`config.mk`:
```
export PLATFORM = sky130hd
export DESIGN_NAME = nn_sld_feeder
export DESIGN_NICKNAME = d
export VERILOG_FILES = /design/src/rtl/nn_pkg.sv /design/src/rtl/nn_sld_addr_gen.sv /design/src/rtl/nn_sld_feeder.sv
export SDC_FILE = /design/constraint.sdc
export NUM_CORES = 1
export LEC_CHECK = 0
export ABC_AREA = 1
export CAP_MARGIN = 20
export CELL_PAD_IN_SITES_DETAIL_PLACEMENT = 0
export CELL_PAD_IN_SITES_GLOBAL_PLACEMENT = 1
export CORE_ASPECT_RATIO = 1.25
export CORE_MARGIN = 1.5
export CORE_UTILIZATION = 35
export CTS_CLUSTER_DIAMETER = 120
export DETAILED_ROUTE_END_ITERATION = 10
export DONT_BUFFER_PORTS = 1
export GPL_TIMING_DRIVEN = 0
export PLACE_DENSITY_LB_ADDON = 0.1
export SLEW_MARGIN = 20
export SYNTH_ARGS = -nofsm -noshare
export SYNTH_HDL_FRONTEND = slang
export SYNTH_SLANG_ARGS = --single-unit
export TNS_END_PERCENT = 50
```
`constraint.sdc`:
```
create_clock -name i_clk -period 5.6 [get_ports i_clk]
set_input_delay 1.12 -clock i_clk [delete_from_list [all_inputs] [get_ports i_clk]]
set_output_delay 1.12 -clock i_clk [all_outputs]
set_load 0.05 [all_outputs]
```
`src/rtl/nn_pkg.sv`:
```
// nn_pkg: shared constants and types for the sliding-window feeder.
//   DATA_WIDTH / ROW_NUM  pixel width and pixels per image column word
//   MODE_*                window-mode encodings
//   K_*                   window width in columns for each mode
//   sld_state_e           feeder FSM states
//   win_k()               window width for a given mode
package nn_pkg;

  localparam int unsigned DATA_WIDTH = 8;
  localparam int unsigned ROW_NUM    = 6;

  localparam logic [1:0] MODE_3X3 = 2'b00;
  localparam logic [1:0] MODE_6X6 = 2'b01;

  localparam logic [2:0] K_3X3 = 3'd3;
  localparam logic [2:0] K_6X6 = 3'd6;

  // StDrain is the quiet cycle that carries the last shift of a fill/slide burst.
  typedef enum logic [2:0] {
    StIdle,
    StFill,
    StSlide,
    StDrain,
    StWait,
    StDone
  } sld_state_e;

  // Any mode other than MODE_3X3 selects the 6-column window.
  function automatic logic [2:0] win_k(input logic [1:0] mode);
    return (mode == MODE_3X3) ? K_3X3 : K_6X6;
  endfunction

endpackage

```
`src/rtl/nn_sld_addr_gen.sv`:
```
// nn_sld_addr_gen: image column address generator.
//   i_clk, i_rst   clock, asynchronous active-low reset
//   i_load         capture i_base and restart the column count at 0
//   i_base         SRAM address of image column 0
//   i_inc          advance the column count by one
//   o_addr         base + column count, wrapping modulo 2^ADDR_W
//   o_col_cnt      number of columns advanced since the last load
module nn_sld_addr_gen #(
  parameter int unsigned ADDR_W = 12,
  parameter int unsigned COL_W  = 8
) (
  input  logic              i_clk,
  input  logic              i_rst,
  input  logic              i_load,
  input  logic [ADDR_W-1:0] i_base,
  input  logic              i_inc,
  output logic [ADDR_W-1:0] o_addr,
  output logic [COL_W-1:0]  o_col_cnt
);

  logic [ADDR_W-1:0] r_base;
  logic [COL_W-1:0]  r_col_cnt;

  always_ff @(posedge i_clk or negedge i_rst) begin
    if (!i_rst) begin
      r_base    <= '0;
      r_col_cnt <= '0;
    end else if (i_load) begin
      r_base    <= i_base;
      r_col_cnt <= '0;
    end else if (i_inc) begin
      r_col_cnt <= r_col_cnt + COL_W'(1);
    end
  end

  assign o_addr    = r_base + ADDR_W'(r_col_cnt);
  assign o_col_cnt = r_col_cnt;

endmodule

```
`src/rtl/nn_sld_feeder.sv`:
```
// nn_sld_feeder: column sequencer feeding the sliding-window register file.
// Reads one image column per cycle from SRAM, fills a K-column window, then slides it by
// the stride each time the PE array consumes a window.
//   i_clk, i_rst            clock, asynchronous active-low reset
//   i_start                 job start pulse (accepted only when idle)
//   i_mode, i_3x3           window mode and 3x3 half select, latched at start
//   i_base_addr, i_img_w    image base address and width in columns
//   i_stride                columns per slide (0 behaves as 1)
//   o_mem_addr, o_mem_rd    SRAM read port; data returns the following cycle
//   i_mem_data, o_data      SRAM column, passed straight through to the RF
//   o_shift                 RF shift strobe (read enable delayed one cycle)
//   o_mode, o_3x3           latched mode/select to the RF
//   o_win_valid             complete window present, held until i_win_ready
//   o_busy, o_done          job in progress / single-cycle end-of-job pulse
module nn_sld_feeder
  import nn_pkg::*;
#(
  parameter int unsigned ADDR_W = 12,
  parameter int unsigned COL_W  = 8
) (
  input  logic                          i_clk,
  input  logic                          i_rst,
  input  logic                          i_start,
  input  logic [1:0]                    i_mode,
  input  logic                          i_3x3,
  input  logic [ADDR_W-1:0]             i_base_addr,
  input  logic [COL_W-1:0]              i_img_w,
  input  logic [1:0]                    i_stride,
  output logic [ADDR_W-1:0]             o_mem_addr,
  output logic                          o_mem_rd,
  input  logic [DATA_WIDTH*ROW_NUM-1:0] i_mem_data,
  output logic [DATA_WIDTH*ROW_NUM-1:0] o_data,
  output logic                          o_shift,
  output logic [1:0]                    o_mode,
  output logic                          o_3x3,
  output logic                          o_win_valid,
  input  logic                          i_win_ready,
  output logic                          o_busy,
  output logic                          o_done
);

  localparam int unsigned CntW = COL_W + 1;

  sld_state_e       r_state;
  logic             r_mem_rd;
  logic             r_shift;
  logic             r_win_valid;
  logic             r_busy;
  logic             r_done;
  logic [1:0]       r_mode;
  logic             r_3x3;
  logic [COL_W-1:0] r_img_w;
  logic [1:0]       r_stride;
  logic [2:0]       r_rd_left;

  logic [2:0]       w_start_k;
  logic [1:0]       w_start_stride;
  logic             w_short;
  logic             w_load;
  logic [COL_W-1:0] w_col_cnt;
  logic [CntW-1:0]  w_next_cnt;
  logic             w_last;

  assign w_start_k      = win_k(i_mode);
  assign w_start_stride = (i_stride == 2'd0) ? 2'd1 : i_stride;
  assign w_short        = i_img_w < COL_W'(w_start_k);
  assign w_load         = (r_state == StIdle) && i_start && !w_short;

  // One extra bit so the end-of-image test cannot wrap near 2^COL_W-1.
  assign w_next_cnt = CntW'(w_col_cnt) + CntW'(r_stride);
  assign w_last     = w_next_cnt > CntW'(r_img_w);

  // The column count advances on every read, so o_mem_addr already points at the next column.
  nn_sld_addr_gen #(
    .ADDR_W (ADDR_W),
    .COL_W  (COL_W)
  ) u_addr_gen (
    .i_clk     (i_clk),
    .i_rst     (i_rst),
    .i_load    (w_load),
    .i_base    (i_base_addr),
    .i_inc     (r_mem_rd),
    .o_addr    (o_mem_addr),
    .o_col_cnt (w_col_cnt)
  );

  always_ff @(posedge i_clk or negedge i_rst) begin
    if (!i_rst) begin
      r_state     <= StIdle;
      r_mem_rd    <= 1'b0;
      r_shift     <= 1'b0;
      r_win_valid <= 1'b0;
      r_busy      <= 1'b0;
      r_done      <= 1'b0;
      r_mode      <= 2'b00;
      r_3x3       <= 1'b0;
      r_img_w     <= '0;
      r_stride    <= 2'd0;
      r_rd_left   <= 3'd0;
    end else begin
      r_shift <= r_mem_rd;
      r_done  <= 1'b0;
      unique case (r_state)
        StIdle: begin
          if (i_start) begin
            r_mode   <= i_mode;
            r_3x3    <= i_3x3;
            r_img_w  <= i_img_w;
            r_stride <= w_start_stride;
            if (w_short) begin
              // Not even one window fits: finish without touching memory.
              r_state <= StDone;
              r_done  <= 1'b1;
            end else begin
              r_state   <= StFill;
              r_mem_rd  <= 1'b1;
              r_busy    <= 1'b1;
              r_rd_left <= w_start_k - 3'd1;
            end
          end
        end
        StFill, StSlide: begin
          // r_rd_left counts reads still owed after the one in flight this cycle.
          if (r_rd_left == 3'd0) begin
            r_mem_rd <= 1'b0;
            r_state  <= StDrain;
          end else begin
            r_rd_left <= r_rd_left - 3'd1;
          end
        end
        StDrain: begin
          r_win_valid <= 1'b1;
          r_state     <= StWait;
        end
        StWait: begin
          if (i_win_ready) begin
            r_win_valid <= 1'b0;
            if (w_last) begin
              r_state <= StDone;
              r_done  <= 1'b1;
              r_busy  <= 1'b0;
            end else begin
              r_state   <= StSlide;
              r_mem_rd  <= 1'b1;
              r_rd_left <= {1'b0, r_stride} - 3'd1;
            end
          end
        end
        StDone: begin
          r_state <= StIdle;
        end
        default: begin
          r_state <= StIdle;
        end
      endcase
    end
  end

  assign o_data      = i_mem_data;
  assign o_mem_rd    = r_mem_rd;
  assign o_shift     = r_shift;
  assign o_win_valid = r_win_valid;
  assign o_busy      = r_busy;
  assign o_done      = r_done;
  assign o_mode      = r_mode;
  assign o_3x3       = r_3x3;

endmodule
```
==> results of run 1 <==
per-stage QoR:
stage	area, µm²	util (%)
2_1_floorplan	3320	-
3_3_place_gp	3470	37.8
3_5_place_dp	3470	37.8
4_1_cts	3630	39.6
5_1_grt	3630	39.6
6_report	3630	39.6
synthesized netlist by cell type:
cell and n:
buf_12 1, fa_1 2, inv_2 4, or2_1 1, inv_6 1, o21ai_0 8
o211ai_1 1, xnor2_1 6, or2_0 1, nand2_4 5, nor2_2 3, o21ai_2 1
nand3_2 4, a21o_1 1, ha_1 21, nand4_1 5, nand3_4 1, nor3b_1 1
nor2_1 21, buf_2 1, nand3_1 17, nor3_1 4, nand2_2 8, a21oi_1 15
inv_4 2, buf_4 49, nor3_2 3, inv_1 47, nor2_4 3, buf_6 2
o21ai_1 12, nand3b_1 1, nand2_1 113, o21bai_1 1, dfrtp_1 44, xor2_1 12
and3_1 1
registers in the layout (all words and copies together) (netlist names):
register and count:
o_mode 2, r_state 3, r_img_w 8, o_win_valid 1, o_3x3 1, u_addr_gen.o_col_cnt 8, o_mem_rd 1, o_done 1
r_stride 2, u_addr_gen.r_base 12, o_busy 1, r_rd_left 3, o_shift 1
power breakdown:
group	switching [W]	internal, W	leakage [nW]	total, W
sequential	0.000178	0.000446	0.549	0.000624
clock	0.000125	0.000210	0.0808	0.000335
combinational	0.000785	0.000342	1.32	0.00113
area by class of cell:
type / count / area [µm²]
Fill cell: 980 / 5540
Multi-Input combinational cell: 272 / 1590
Sequential cell: 44 / 1100
Buffer: 53 / 415
Inverter: 54 / 213
Tap cell: 123 / 154
Clock buffer: 6 / 129
Clock inverter: 2 / 35.0
logic make-up after synthesis:
logic type | after synthesis
xor+xnor | 18
compound gates | 39
buf+inv | 107
fa+ha+maj | 23
flops | 44
simple gates | 192
cell usage in the layout (no fill, tap or decap), types with 3 or more instances in the layout:
master     count
a21oi_1       15
clkbuf_16      5
o21ai_1       12
nand3_1       17
nor3_2         3
nor2_1        21
nand4_1        5
nor2_2         3
inv_2          4
nor3_1         4
inv_1         47
o21ai_0        8
ha_1          21
xnor2_1        6
nand2_4        5
buf_4         49
nand2_2        8
nor2_4         3
nand3_2        4
nand2_1      113
dfrtp_1       44
xor2_1        12
layer usage:
metal | part of all wire, % | wire length (µm) | vias up
met1 | 43 | 3040 | 1149
met5 | 0 | 0 | -
li1 | - | - | 1291
met3 | 5.2 | 367 | 6
met4 | 0.90 | 63 | 0
met2 | 50 | 3540 | 71
worst max-delay path by stage:
stage                                  from             end  slack, ps  depth (start not counted)
floorplan           u_addr_gen.o_col_cnt[0]  o_mem_addr[10]       2170                          8
global placement    u_addr_gen.o_col_cnt[0]  o_mem_addr[10]       1910                          8
detailed placement  u_addr_gen.o_col_cnt[0]  o_mem_addr[10]       1890                          8
CTS                 u_addr_gen.o_col_cnt[0]  o_mem_addr[10]       1580                          8
global route        u_addr_gen.o_col_cnt[0]  o_mem_addr[10]       1470                          8
finish              u_addr_gen.o_col_cnt[0]  o_mem_addr[10]       1620                          8
worst register-to-register path, stage by stage (launching register included):
cell and delay [ps]:
dfrtp_1 470, ha_1 250, fa_1 420, nand3_2 120
nor2_1 60, xor2_1 150, ha_1 290, nand2_1 70
nand2_1 50, nand2_1 50, nand2_1 50, nor2_1 120
nand2_2 110, nand3_4 120, nand3_2 100, nand2_1 70
nand2_1 50
==> summary.txt, run 1 <==
status: complete, no violations
mux contribution to synthesized area: 0%
most used cell, CP: nand3_1
Core Box Area: 9170 µm²
layout cells sized above 1: 22.0%
critical path class: register to primary output
total number of vias: 2517
Max rail drop VDD: 0.000166 V
Ports: 145
Skew-Pair Late Insertion Delay: 280 ps
Final Max Tran Viols: 0
antenna violations before repair: 0
Mapped Nets: 523
crit path launch type: register
GRT Util Overall: 14.4%
clk buf depth: 2
slowest stage delay, CP: 850 ps
placed cells: 546
Synth Area in XOR/XNOR: 4.75%
vias in the first global route: 2461
power per cell area: 574 nW/µm²
r2r setup slk: 2950 ps
final wirelength: 7.01 mm
first-pass GRT wire length: 11.8 mm
IO Port Bufs: 0
worst slew pin tran: 1120 ps
Crit Reg-Reg Endpoint: r_rd_left[2]
htree depth: 2
Mean Syn Cell Area: 7.84 µm²
Synth-to-Final Area Change: 9.58%
synthesized area: 3320 µm²
Place WS: 1890 ps
Critical Path RT: 4480 ps
top cells by area, synth: dfrtp_1 (33%), nand2_1 (13%), buf_4 (11%)
Yosys reg bits: 44
RSZ-0062 raised after global routing: no
pin count of the biggest net entering global routing: 45
Reg2Reg Depth: 16
post-cts resize count: 0
# hold bufs at CTS: 0
GP Congestion: 0.727
compound-gate portion of the synthesized area: 6.23%
CP delay by family, top: XOR/XNOR gates
crit path buf inv count: 1
Setup Buffers After CTS: 0
Pre-antenna DRT Iters: 4
DRC Markers: 0
drt wl/cell: 12.7 µm
PnR worst setup slack: 1620 ps
Die ar.: 10100 µm²
critical path arrival: 2860 ps
highest clock rate: 251 MHz
Post-Layout Cell Count: 554
row cnt: 39
Worst Hold Endpoint: r_img_w[0]
via/cell ratio: 4.54
clk sink count: 44
Rel. slew slack: 24.9%
sequential fraction of the synthesis area: 33.2%
Crit. End Element: primary output
global-route met2 utilization: 25.5%
post-layout net count: 530
die height: 112 µm
CTS tree: yes
Tmin final: 3980 ps
grt met3 use: 3.21%
Worst path slowest cell: xnor2_1
hold path cells: 2
Pleak: 1.95 nW
drt first-iter violations: 95
Distinct cells, synth: 37
# setup viols final: 0
CP Cell Sequence: ha_1 > inv_1 > fa_1 > o21ai_2 > nand3_1 > nand3_1 > nand3_1 > xnor2_1
crit share post-route: 71.1%
share of the synthesized area in the top cell type: 33.2%
final worst clock skew: 2.38 ps
Root Buffer: clkbuf_16
hold wc startpoint: r_img_w[0]
largest family of logic cells by synthesized area: simple AND/OR/NAND/NOR gates
ANT cells: 0
Design Power: 0.00209 W
max-cap viol count: 0
RR Startpoint: u_addr_gen.o_col_cnt[0]
grt peak-use layer: met2
CP Max Fanout: 5
final hold violations: 0
simple-gate portion of the synthesized area: 27.7%
DP Wirelength: 5.68 mm
WHS: 489 ps
Yosys warnings: 0
remaining antenna violation count: 0
Hold Path Class: register to register
Worst-path clk slew: 60 ps
chip width: 90.1 µm
grt ovf: 0
M1 GR Usage: 17.6%
post-synth top area cell: dfrtp_1
cts bufs inserted: 5
Cells after Synth: 423
Adder-Cell Fraction of Synth Area: 9.13%
setup TNS: 0 ps
Initial Utilization: 36.1%
Power figures use the tool's default switching activity.
==> run 2: changes to the inputs <==
==> constraint.sdc (replaced) <==
create_clock -name i_clk -period 4.05 [get_ports i_clk]
set_input_delay 0.81 -clock i_clk [delete_from_list [all_inputs] [get_ports i_clk]]
set_output_delay 0.81 -clock i_clk [all_outputs]
set_load 0.05 [all_outputs]
==> results of run 2 <==
The final DEF is identical to that of run 1. Status: complete, no violations.
Among the figures that moved: setup slack after placement 1890 ps -> 654 ps; setup slack after layout 1620 ps -> 377 ps; hold slack 489 ps -> 216 ps; register-to-register setup slack 2950 ps -> 1400 ps; total power 0.00209 W -> 0.00288 W; worst IR drop on VDD 0.000166 V -> 0.000230 V
==> run 3: changes to the inputs <==
--- a/config.mk
+++ b/config.mk
@@ -12,11 +12,12 @@
 export CORE_ASPECT_RATIO = 1.25
 export CORE_MARGIN = 1.5
 export CORE_UTILIZATION = 35
-export CTS_CLUSTER_DIAMETER = 120
+export CTS_CLUSTER_SIZE = 14
 export DETAILED_ROUTE_END_ITERATION = 10
 export DONT_BUFFER_PORTS = 1
 export GPL_TIMING_DRIVEN = 0
 export PLACE_DENSITY_LB_ADDON = 0.1
+export SKIP_CTS_REPAIR_TIMING = 1
 export SLEW_MARGIN = 20
 export SYNTH_ARGS = -nofsm -noshare
 export SYNTH_HDL_FRONTEND = slang
==> results of run 3 <==
The final DEF is identical to that of run 1. Status: complete, no violations.
Among the figures that moved: setup slack after placement 1890 ps -> 654 ps; setup slack after layout 1620 ps -> 377 ps; hold slack 489 ps -> 216 ps; register-to-register setup slack 2950 ps -> 1400 ps; total power 0.00209 W -> 0.00288 W; worst IR drop on VDD 0.000166 V -> 0.000230 V
